==> config.mk <==
export PLATFORM = sky130hd
export DESIGN_NAME = fifo_drain_serializer
export DESIGN_NICKNAME = d
export VERILOG_FILES = /design/src/rtl/fifo_drain_serializer_pkg.sv /design/src/rtl/fifo_drain_serializer.sv
export SDC_FILE = /design/constraint.sdc
export NUM_CORES = 1
export LEC_CHECK = 0
export CAP_MARGIN = 20
export CORE_UTILIZATION = 40
export DETAILED_ROUTE_END_ITERATION = 16
export PLACE_DENSITY_LB_ADDON = 0.15
export SLEW_MARGIN = 5
export SYNTH_ARGS = -nofsm -noshare
export SYNTH_HDL_FRONTEND = slang
export SYNTH_SLANG_ARGS = --single-unit
==> constraint.sdc <==
create_clock -name clk -period 1.5 [get_ports clk]
set_input_delay 0.225 -clock clk [delete_from_list [all_inputs] [get_ports clk]]
set_output_delay 0.225 -clock clk [all_outputs]
set_load 0.005 [all_outputs]
==> src/rtl/fifo_drain_serializer_pkg.sv <==
// Shared definitions for the FIFO drain serializer: default widths, the
// controller state encoding and a helper for sizing the beat counter.
package fifo_drain_serializer_pkg;

    localparam int DEFAULT_WIDTH      = 16;
    localparam int DEFAULT_LINK_WIDTH = 4;
    localparam int DEFAULT_CNT_WIDTH  = 16;

    // IDLE: nothing held. SEND: a popped word is being shifted out.
    typedef enum logic {
        ST_IDLE = 1'b0,
        ST_SEND = 1'b1
    } state_t;

    // Beat counter width: enough to index every beat of a word, never 0 bits.
    function automatic int beat_cnt_width(input int beats);
        return (beats > 1) ? $clog2(beats) : 1;
    endfunction

endpackage

==> src/rtl/fifo_drain_serializer.sv <==
// Drains a first-word-fall-through FIFO and serializes each WIDTH-bit word
// into WIDTH/LINK_WIDTH beats on a valid/ready link, MSB slice first, with
// tx_last marking the final beat of every word. When the last beat of a word
// is accepted and the FIFO still holds data, the next word is popped in the
// same cycle so the link sees no bubble between words.
module fifo_drain_serializer
    import fifo_drain_serializer_pkg::*;
#(
    parameter int WIDTH      = DEFAULT_WIDTH,
    parameter int LINK_WIDTH = DEFAULT_LINK_WIDTH,
    parameter int CNT_WIDTH  = DEFAULT_CNT_WIDTH
) (
    input  logic                  clk,
    input  logic                  reset_n,
    input  logic [WIDTH-1:0]      fifo_dout,
    input  logic                  fifo_empty,
    output logic                  fifo_rd_en,
    output logic [LINK_WIDTH-1:0] tx_data,
    output logic                  tx_valid,
    output logic                  tx_last,
    input  logic                  tx_ready,
    output logic [CNT_WIDTH-1:0]  words_sent,
    output logic                  busy
);

    localparam int                BEATS     = WIDTH / LINK_WIDTH;
    localparam int                BCNT_W    = beat_cnt_width(BEATS);
    localparam logic [BCNT_W-1:0] LAST_BEAT = BCNT_W'(BEATS - 1);

    // A word that does not split evenly into link beats is a wiring mistake.
    generate
        if (LINK_WIDTH < 1 || (WIDTH % LINK_WIDTH) != 0) begin : g_bad_width
            $error("fifo_drain_serializer: WIDTH must be a multiple of LINK_WIDTH");
        end
    endgenerate

    state_t                r_state;
    state_t                w_state_next;
    logic [WIDTH-1:0]      r_sh;
    logic [BCNT_W-1:0]     r_bcnt;
    logic [CNT_WIDTH-1:0]  r_words_sent;

    logic                  w_on_last;
    logic                  w_load;
    logic                  w_shift;
    logic                  w_word_done;

    assign w_on_last = (r_state == ST_SEND) && (r_bcnt == LAST_BEAT);

    // Next-state and datapath strobes: pop when idle, or when the final beat
    // of the held word is accepted and another word is waiting.
    always_comb begin
        // NOTE: every combinational output gets a default first so no path
        // through the case leaves one unassigned (which would infer a latch).
        w_state_next = r_state;
        w_load       = 1'b0;
        w_shift      = 1'b0;
        w_word_done  = 1'b0;
        case (r_state)
            ST_IDLE: begin
                if (!fifo_empty) begin
                    w_load       = 1'b1;
                    w_state_next = ST_SEND;
                end
            end
            ST_SEND: begin
                if (tx_ready) begin
                    if (r_bcnt == LAST_BEAT) begin
                        w_word_done = 1'b1;
                        if (!fifo_empty) begin
                            w_load = 1'b1;
                        end else begin
                            w_state_next = ST_IDLE;
                        end
                    end else begin
                        w_shift = 1'b1;
                    end
                end
            end
            default: w_state_next = ST_IDLE;
        endcase
    end

    // State register.
    always_ff @(posedge clk or negedge reset_n) begin
        // NOTE: sequential state uses non-blocking assignments so every
        // register samples pre-edge values regardless of process order.
        if (!reset_n) begin
            r_state <= ST_IDLE;
        end else begin
            r_state <= w_state_next;
        end
    end

    // Shift register, beat counter and sent-word counter.
    always_ff @(posedge clk or negedge reset_n) begin
        if (!reset_n) begin
            r_sh         <= '0;
            r_bcnt       <= '0;
            r_words_sent <= '0;
        end else begin
            if (w_load) begin
                r_sh   <= fifo_dout;
                r_bcnt <= '0;
            end else if (w_shift) begin
                r_sh   <= r_sh << LINK_WIDTH;
                r_bcnt <= r_bcnt + BCNT_W'(1);
            end
            if (w_word_done) begin
                r_words_sent <= r_words_sent + CNT_WIDTH'(1);
            end
        end
    end

    // The pop strobe is held off while reset is asserted even though the
    // idle state would otherwise request a pop on a non-empty FIFO.
    assign fifo_rd_en = w_load && reset_n;
    assign tx_valid   = (r_state == ST_SEND);
    assign busy       = (r_state == ST_SEND);
    assign tx_last    = w_on_last;
    assign tx_data    = r_sh[WIDTH-1 -: LINK_WIDTH];
    assign words_sent = r_words_sent;

endmodule

* Word-level counts from Yosys, hierarchy flattened *
Cells that the tools add are included.

word-level totals
  word-level logic and storage cells = 28
  bits in registers = 35
  bits of input ports = 20
  memory bits (read-only) = 0
  RAM bits = 0
  memories kept = 0
  bits in latches = 0
  output and inout port bits = 24

cells by class
  order comparisons = 0
  muxes and demuxes = 17
  $mul = 0
  add/sub/neg operators = 2
  bitwise gates (word level) = 1
  divide/modulo/power cells = 0
  equality and inequality tests = 1
  reduce and logical (&&, ||, !) cells = 3
  shift operators = 0

operators by type and width
  operator                                       number
  2-to-1 mux 16 bit                              2
  adder 16 x 1 -> 16 bit, second input constant  1
  2-to-1 mux 1 bit                               11
  2-to-1 mux 2 bit                               2
  one-hot mux 1 bit (2 select lines)             2
  adder 2 x 1 -> 2 bit, second input constant    1
  == test 2 bit, second input constant           1
  logical AND 1 bit                              2
  nonzero test 2 bit                             1
  inverter 1 bit                                 1

* Longest topological paths before layout *
Gate-level depths: netlist of the first run.

  depth in word-level cells = 6
  depth in mapped cells = 6
  depth with buffers taken out = 5

* Worst setup path after synthesis of the first run *
OpenSTA, ideal clock, no wires.

  kind = reg-to-output
  start point = register r_bcnt[0]
  end point = output fifo_rd_en
  buffers on the path = 1
  slack = -0.055 ns
  stages on the path, launching flop included = 6
  arrival time = 1.330 ns
  data required time = 1.275 ns
  cell sequence = dfrtp_1 > ha_1 > a21boi_0 > nor2_1 > buf_2 > and2_1

between the ends
  word-level cells in the longest chain between the ends = 5

RTL lines
  what                                RTL line                      source
  start: declaration                  fifo_drain_serializer.sv:40   logic [BCNT_W-1:0] r_bcnt;
  start signal: assignment            fifo_drain_serializer.sv:107  r_bcnt <= r_bcnt + BCNT_W'(1);
  == test 2 bit                       fifo_drain_serializer.sv:68   if (r_bcnt == LAST_BEAT) begin
  2-to-1 mux 1 bit                    fifo_drain_serializer.sv:68
  2-to-1 mux 1 bit                    fifo_drain_serializer.sv:67   if (tx_ready) begin
  one-hot mux 1 bit (2 select lines)  fifo_drain_serializer.sv:59   case (r_state)
  logical AND 1 bit                   fifo_drain_serializer.sv:117  assign fifo_rd_en = w_load && reset_n;
  end: declaration                    fifo_drain_serializer.sv:17   output logic fifo_rd_en,

Every way passes these cells.

* Final worst setup path of the first run *
Ends and elaborated chain as after synthesis.

==> results.json, run 1 <==
{
  "drv_slew": 0,
  "setup_viol": 2,
  "grt_pass1_wl_um": 5927,
  "routabilityCongestion": 0.7108,
  "clkSinkCount": 35,
  "final_util_pct": 64.34,
  "wire_per_inst_um": 12.80,
  "cts_max_path_buffers": 2,
  "fin_crit_ns": 1.573,
  "synthCells": 155,
  "power_leakage_nw": 1.097,
  "h-tree-depth": 2,
  "r2r_slack_ns": 0,
  "hold_path.class": "input pin to asynchronous set/reset pin",
  "drtIter0Drc": 77,
  "layout-drive-gt1-share_pct": 24.20,
  "use_met1_pct": 23.41,
  "crit_path_max_fanout": 2,
  "nNetsFinal": 240,
  "syn_nets": 177,
  "worst-endpoint-arrival_ns": 1.35,
  "synth.distinct_cells": 27,
  "grtUsageTotal_pct": 18.86,
  "vias": 1297,
  "maxCapViolCount": 0,
  "mostFrequentLayoutCell": "nand2_1",
  "use_met3_pct": 5.634,
  "antenna_cells": 0,
  "power_mw": 3.485,
  "cts-buffers-inserted": 5,
  "final_cell_mix": "nand2_1, clkdlybuf4s50_1, dfrtp_1, buf_4, xnor2_1",
  "synth_seq_cells": 35,
  "start_util_pct": 42.12,
  "grt_use_met2_pct": 31.05,
  "status": "finished with violations",
  "hold_viol": 0,
  "fmax_mhz": 635.7,
  "fp-row-count": 22,
  "multi_input_area_sq_um": 710.7,
  "die_h_um": 64.56,
  "async_flop_share_pct": 100.0,
  "regArea_sq_um": 879.6,
  "ys.flop_type": "dfrtp_1",
  "tns_ns": -0.07729,
  "drc": 0,
  "worst_pin_slew_ns": 0.4377,
  "synth_area_per_cell_sq_um": 10.10,
  "grt_pass1_vias": 1294,
  "start_kind": "flop",
  "core_sq_um": 3716,
  "drtPass1Iterations": 4,
  "cp.required_ns": 1.27,
  "setup_slack_ns": -0.07315,
  "antenna_left": 0,
  "io_buffers": 43,
  "clock_latency_ns": 0.29,
  "io_pins": 44,
  "antenna_found_initial": 0,
  "dpl.hpwl_um": 2374,
  "yosysWarningCount": 0,
  "seq_area_frac_synth_pct": 55.96,
  "power-per-cell-area_nw_per_um2": 1458,
  "root_buffer": "clkbuf_8",
  "die_x_um": 64.56,
  "ir_drop_uv": 802.7,
  "cts_tree": "done",
  "end_kind": "output port",
  "routed_wl_um": 3417,
  "relSlewSlack_pct": 70.82,
  "syn_area_sq_um": 1565,
  "grt_max_degree": 36,
  "fill_cells": 313,
  "fin_skew_ns": 0.006001,
  "path_clk_slew_ns": 0.07,
  "die_area_sq_um": 4167,
  "gr-total-overflow": 0,
  "violations": "negative setup slack",
  "hold_buffers": 0,
  "viasPerCell": 4.858,
  "post-route-period-util_pct": 104.9,
  "rsz0062_at_grt": "yes",
  "busiest_layer": "met2",
  "critPathKind": "flop to output port",
  "synth-edff-count": 0,
  "area_growth_pct": 52.76
}
[synth_stat cells (all sizes together), types with 2 or more instances]
cell   count  area share (%)
o21ai      6             1.9
xnor2     11             6.2
nand4      6             2.4
nor2       8             2.1
mux2i      2             1.3
xor2       5             2.8
a22oi     10             4.8
inv        2            0.48
buf        8             3.4
nor3       3            0.96
nand3      2            0.64
nand2     44              11
dfrtp     35              56
ha         2             1.6
[cell families after synthesis]
logic type               count (synthesis)  synth area share (%)
flip-flops                              35                 55.96
AO/OA/AOI/OAI                           19                 7.994
adder cells (fa/ha/maj)                  2                 1.598
buffers and inverters                   11                 4.077
AND/OR/NAND/NOR                         69                 19.43
multiplexers                             3                 1.998
XOR/XNOR                                16                 8.953
[worst max-delay path, stage by stage, from the launching register on]
cell and delay, ns:
dfrtp_1 0.41, ha_4 0.18, a21boi_2 0.16, nor2_2 0.06
and2_4 0.13, buf_2 0.12
[registers in the layout, indices dropped and copies added, names as in the netlist]
name,cells
busy,1
r_sh,16
r_bcnt,2
words_sent,16
[power breakdown]
part           internal [mW]  leakage, nW  switching (mW)
combinational          0.688        0.581           0.510
clock                  0.538       0.0612           0.338
sequential              1.21        0.455           0.206
total                   2.43         1.10            1.05
[cell type report]
class                      instances  area share (%)
multi-input combinational        109           29.72
clock buffer                       6           3.454
timing repair buffer              65           25.75
inverter                           2          0.3140
sequential                        35           36.79
tap                               48           2.512
clock inverter                     2           1.465
[per-stage QoR]
stage,area (sq um),std cells,setup WS [ns],hold WS (ns)
after floorplan,1568,155,0.01537,-0.07059
after global placement,2135,253,-0.3802,0.4598
after detailed placement,2135,253,-0.4347,0.4621
after CTS,2330,265,-0.1301,0.4654
after global routing,2391,267,-0.1468,0.4829
final,2391,267,-0.07315,0.4635
[metal layers]
layer,routed length [um],share of wire (%),vias up
met5,0,0,-
met4,49,1.4,0
met3,160,4.7,6
met2,1699,50,29
met1,1509,44,626
li1,-,-,636
[what timing repair did]
item	4_1_cts	5_1_grt
pin swaps	5	5
resized for setup	22	15
buffers inserted	4	2
endpoints found under the setup margin	11	32
hold endpoints to repair	0	0
[worst paths after layout]
| check | from | endpoint | cells after the start |
|---|---|---|---|
| max | r_bcnt[0] | fifo_rd_en | 5 |
| max in group asynchronous | reset_n | words_sent[10] | 2 |
| min | reset_n | words_sent[13] | 2 |
| max reg2reg | r_bcnt[0] | words_sent[9] | 6 |
| min reg2reg | words_sent[15] | words_sent[15] | 1 |
| min in group clk | words_sent[15] | words_sent[15] | 1 |
Note: power is estimated with default switching activity, not from simulation.
==> inputs of run 2 (changes only) <==
--- a/config.mk
+++ b/config.mk
@@ -7,6 +7,7 @@
 export LEC_CHECK = 0
 export CAP_MARGIN = 20
 export CORE_UTILIZATION = 40
+export CTS_BUF_LIST = sky130_fd_sc_hd__clkbuf_4 sky130_fd_sc_hd__clkbuf_8
 export DETAILED_ROUTE_END_ITERATION = 16
 export PLACE_DENSITY_LB_ADDON = 0.15
 export SLEW_MARGIN = 5
==> constraint.sdc (replaced) <==
create_clock -name clk -period 1.5 [get_ports clk]
set_input_delay 0.15 -clock clk [delete_from_list [all_inputs] [get_ports clk]]
set_output_delay 0.15 -clock clk [all_outputs]
set_load 0.005 [all_outputs]
==> run 2 against run 1 <==
Effect of this change: the flow still finishes with violations (negative setup slack); worst setup slack improved by 0.054 ns; global-route usage decreased by 0.88 points; first-iteration DRC count decreased by 34%; largest power group unchanged; core utilization decreased by 2.0 points; count of clock-buffer cells in the layout increased by 1; register-to-register slack got worse by 0.02 ns; combinational power increased by 3%.
==> results.json, run 2 (synthesis results as in run 1) <==
{
  "crit_path_max_fanout": 5,
  "core_sq_um": 3716,
  "layout-drive-gt1-share_pct": 19.53,
  "vias": 1266,
  "start_kind": "flop",
  "hold_buffers": 0,
  "cts_max_path_buffers": 2,
  "clkSinkCount": 35,
  "area_growth_pct": 48.12,
  "clock_latency_ns": 0.28,
  "die_h_um": 64.56,
  "cts_tree": "done",
  "grt_pass1_wl_um": 5685,
  "status": "finished with violations",
  "crit_start": "r_bcnt[1]",
  "viasPerCell": 4.814,
  "maxCapViolCount": 0,
  "routed_wl_um": 3370,
  "power_leakage_nw": 1.060,
  "grt_pass1_vias": 1268,
  "drtPass1Iterations": 4,
  "place_inst": 252,
  "final_util_pct": 62.39,
  "die_area_sq_um": 4167,
  "power-per-cell-area_nw_per_um2": 1429,
  "io_pins": 44,
  "mostFrequentLayoutCell": "nand2_1",
  "worst_pin_slew_ns": 0.4356,
  "dpl.hpwl_um": 2388,
  "h-tree-depth": 2,
  "die_x_um": 64.56,
  "fp-row-count": 22,
  "rsz0062_at_grt": "yes",
  "hold_viol": 0,
  "antenna_left": 0,
  "timing.rr.start": "r_bcnt[1]",
  "gr-total-overflow": 0,
  "cpPeakStageDelay_ns": 0.40,
  "wire_per_inst_um": 12.81,
  "io_buffers": 43,
  "grtUsageTotal_pct": 17.98,
  "layoutNonFillerInstCount": 263,
  "relSlewSlack_pct": 70.96,
  "drc": 0,
  "cts-buffers-inserted": 5,
  "power_mw": 3.312,
  "worst-endpoint-arrival_ns": 1.68,
  "critPathKind": "flop to flop",
  "drtIter0Drc": 51,
  "antenna_found_initial": 0,
  "routabilityCongestion": 0.7149,
  "cp_slowest_cell": "dfrtp_1",
  "hold_path.class": "input pin to asynchronous set/reset pin",
  "nNetsFinal": 236,
  "worstPathCellList": "ha_4 > buf_6 > nand4_1 > or2_4 > buf_4 > xnor2_1",
  "grt_max_degree": 36,
  "root_buffer": "clkbuf_8",
  "fin_skew_ns": 0.004009,
  "final_cell_mix": "nand2_1, clkdlybuf4s50_1, dfrtp_1, buf_4, xnor2_1",
  "fin_crit_ns": 1.520,
  "antenna_cells": 0,
  "setup_slack_ns": -0.01955,
  "setup_viol": 3,
  "end_kind": "flop",
  "ir_drop_uv": 820.0,
  "violations": "negative setup slack",
  "post-route-period-util_pct": 101.3,
  "start_util_pct": 42.12,
  "path_clk_slew_ns": 0.06,
  "drv_slew": 0,
  "fmax_mhz": 658.1,
  "fill_cells": 328,
  "cp.required_ns": 1.66
}
[run 2: area by class of cell]
class / instances / area [sq um] / area share [%]
repair buffers: 61 / 593.1 / 25.58
clock buffers: 7 / 83.83 / 3.616
flip-flops and latches: 35 / 875.8 / 37.78
multi-input cells: 109 / 693.2 / 29.90
clock inverters: 1 / 5.005 / 0.2159
inverters: 2 / 7.507 / 0.3238
well taps: 48 / 60.06 / 2.590
[run 2: critical path: cells and delay by family (launching register included)]
family / cells / cell delay (ns)
xor+xnor: 1 / 0.11
fa+ha+maj: 1 / 0.18
buf+inv: 2 / 0.24
flops: 1 / 0.40
simple gates: 2 / 0.47
[run 2: final timing paths]
path	endpoint	slack [ns]	depth (start not counted)
min in group clk	r_sh[0]	0.43	3
max in group asynchronous	busy	0.83	2
hold reg to reg	words_sent[15]	0.48	1
setup / recovery	words_sent[4]	-0.02	6
setup reg to reg	words_sent[4]	-0.02	6
hold / removal	words_sent[7]	0.37	2
[run 2: routing by layer]
metal | wire, um | global-route usage, % | part of all wire, %
met1 | 1549 | 22.79 | 46
met2 | 1649 | 30.13 | 49
met3 | 138 | 5.282 | 4.1
met4 | 33 | 4.167 | 0.98
met5 | 0 | 0 | 0
[run 2: stage by stage]
step	setup WS, ns	hold WS (ns)	instance area (sq um)	TNS (ns)
floorplan	0.01563	-0.1456	1568	0
global placement	-0.2509	0.4592	2127	-1.754
detailed placement	-0.2673	0.4630	2127	-2.167
CTS	-0.03881	0.3732	2261	-0.03881
global route	-0.1170	0.4151	2318	-0.6257
finish	-0.01955	0.3662	2318	-0.03431
[run 2: timing repair]
| action | 4_1_cts | 5_1_grt |
|---|---|---|
| gates resized for setup | 17 | 8 |
| cloned | 0 | 1 |
| buffers inserted | 2 | 1 |
| endpoints found under the setup margin | 8 | 20 |
| pin swaps | 3 | 6 |
[run 2: report_power, final]
| part | switching [mW] | internal [mW] | total, mW |
|---|---|---|---|
| logic | 0.500 | 0.735 | 1.24 |
| clock network | 0.311 | 0.361 | 0.672 |
| registers | 0.202 | 1.20 | 1.41 |
| total | 1.01 | 2.30 | 3.31 |
==> inputs of run 3 (changes only) <==
==> constraint.sdc (replaced) <==
create_clock -name clk -period 1.33 [get_ports clk]
set_input_delay 0.133 -clock clk [delete_from_list [all_inputs] [get_ports clk]]
set_output_delay 0.133 -clock clk [all_outputs]
set_load 0.005 [all_outputs]
==> run 3 against run 2 <==
Effect of this change: the run still ends with negative setup slack left; first-iteration DRC count rose by 86%; sequential cell count stayed put; sequential share of layout area shrank 4.7 points; global-route usage rose by 1.6 points; largest power group is now combinational logic.
==> results.json, run 3 (synthesis results as in run 1) <==
{
  "status": "finished with violations",
  "violations": "negative setup slack",
  "die_x_um": 64.56,
  "layoutNonFillerInstCount": 286,
  "fin_crit_ns": 1.510,
  "post-route-period-util_pct": 113.5,
  "layout-drive-gt1-share_pct": 40.34,
  "antenna_cells": 0,
  "clock_latency_ns": 0.28,
  "maxCapViolCount": 0,
  "grtUsageTotal_pct": 19.56,
  "rsz0062_at_grt": "yes",
  "dp_slack_ns": -0.3732,
  "fp-row-count": 22,
  "cts_tree": "done",
  "r2r_cells": 6,
  "final_cell_mix": "dfrtp_1, buf_4, clkdlybuf4s50_1, nand2_1, dlygate4sd2_1",
  "io_pins": 44,
  "power_mw": 4.201,
  "setup_slack_ns": -0.1800,
  "place_inst": 261,
  "mostFrequentLayoutCell": "dfrtp_1",
  "setup_viol": 31,
  "io_buffers": 43,
  "gr-total-overflow": 0,
  "fin_skew_ns": 0.003014,
  "vias": 1410,
  "core_sq_um": 3716,
  "hold_path.class": "input pin to asynchronous set/reset pin",
  "r2r_slack_ns": -0.18,
  "critPathKind": "flop to flop",
  "worstPathCellList": "ha_4 > buf_6 > nand2_4 > or4_4 > nor2_4 > xor2_1",
  "critical_path.top_delay_family": "simple AND/OR/NAND/NOR gates",
  "die_h_um": 64.56,
  "area_growth_pct": 69.30,
  "clkSinkCount": 35,
  "cts-buffers-inserted": 5,
  "drv_slew": 0,
  "grt_pass1_vias": 1402,
  "antenna_found_initial": 0,
  "routed_wl_um": 3788,
  "antenna_left": 0,
  "worst-endpoint-arrival_ns": 1.71,
  "h-tree-depth": 2,
  "reg2reg_to": "words_sent[9]",
  "start_util_pct": 42.12,
  "wire_per_inst_um": 13.24,
  "dpl.hpwl_um": 2496,
  "cts_max_path_buffers": 2,
  "relSlewSlack_pct": 71.00,
  "power_leakage_nw": 1.339,
  "final_util_pct": 71.31,
  "power-per-cell-area_nw_per_um2": 1585,
  "worst_pin_slew_ns": 0.4350,
  "fmax_mhz": 662.3,
  "root_buffer": "clkbuf_8",
  "viasPerCell": 4.930,
  "ir_drop_uv": 945.5,
  "grt_max_degree": 36,
  "cp_slowest_cell": "or4_4",
  "start_kind": "flop",
  "drtPass1Iterations": 4,
  "hold_buffers": 0,
  "grt_pass1_wl_um": 6210,
  "die_area_sq_um": 4167,
  "hold_viol": 0,
  "end_kind": "flop",
  "cp.buffers_inverters": 1,
  "routabilityCongestion": 0.7389,
  "timing.rr.start": "r_bcnt[0]",
  "cp.required_ns": 1.53,
  "drc": 0,
  "path_clk_slew_ns": 0.07,
  "nNetsFinal": 259,
  "fill_cells": 286,
  "crit_path_max_fanout": 5,
  "cpPeakStageDelay_ns": 0.45,
  "drtIter0Drc": 95
}
[run 3: cell types whose count changed in the layout (fill, tap and decap cells not counted), moves of 4 or more]
| cell | change |
|---|---|
| dlymetal6s2s_1 | +4 |
| clkdlybuf4s50_1 | -15 |
| dlygate4sd2_1 | +11 |
| buf_6 | +6 |
| nand2_2 | +9 |
| buf_4 | +18 |
| o21ai_0 | -6 |
| nand2_4 | +9 |
| nand2_1 | -18 |
[run 3: layout make-up]
| cell class | instances | area, sq um | area share [%] |
|---|---|---|---|
| clock inverters | 1 | 5.005 | 0.1889 |
| well taps | 48 | 60.06 | 2.266 |
| multi-input cells | 109 | 827.0 | 31.21 |
| clock buffers | 7 | 83.83 | 3.163 |
| repair buffers | 84 | 789.5 | 29.79 |
| inverters | 2 | 7.507 | 0.2833 |
| flip-flops and latches | 35 | 877.1 | 33.10 |
[run 3: worst max-delay path by stage]
stage          cells past startpoint      start  slack (ns)             to
2_1_floorplan                      6  r_bcnt[0]       -0.09       r_sh[14]
3_3_place_gp                       5   tx_ready       -0.32  words_sent[9]
3_5_place_dp                       5   tx_ready       -0.37  words_sent[9]
4_1_cts                            6  r_bcnt[0]       -0.18  words_sent[9]
5_1_grt                            6  r_bcnt[0]       -0.27  words_sent[8]
6_report                           6  r_bcnt[0]       -0.18  words_sent[9]
[run 3: power breakdown]
group | leakage (nW) | total, mW | internal, mW | switching (mW)
clock network | 0.0491 | 0.763 | 0.408 | 0.355
logic | 0.831 | 1.83 | 1.05 | 0.780
registers | 0.458 | 1.61 | 1.36 | 0.252
total | 1.34 | 4.20 | 2.81 | 1.39
[run 3: per-layer routing]
metal / routed length (um) / global-route usage (%) / vias up
met5: 0 / 0 / -
met4: 32 / 5.000 / 0
met3: 151 / 4.577 / 5
met2: 1987 / 32.63 / 33
met1: 1617 / 25.48 / 690
li1: - / - / 682
[run 3: what timing repair did]
| action | 4_1_cts | 5_1_grt |
|---|---|---|
| buffers inserted | 12 | 6 |
| pin swaps | 10 | 8 |
| endpoints found under the setup margin | 44 | 41 |
| resized for setup | 50 | 35 |
| cloned | 1 | 0 |
[run 3: through the flow]
step | instance area (sq um) | hold slack [ns] | setup TNS (ns)
after floorplan | 1597 | -0.1626 | -0.9645
after global placement | 2217 | 0.4623 | -4.711
after detailed placement | 2217 | 0.4688 | -5.322
after CTS | 2479 | 0.3166 | -2.423
after global routing | 2650 | 0.3463 | -5.663
final | 2650 | 0.2940 | -3.214
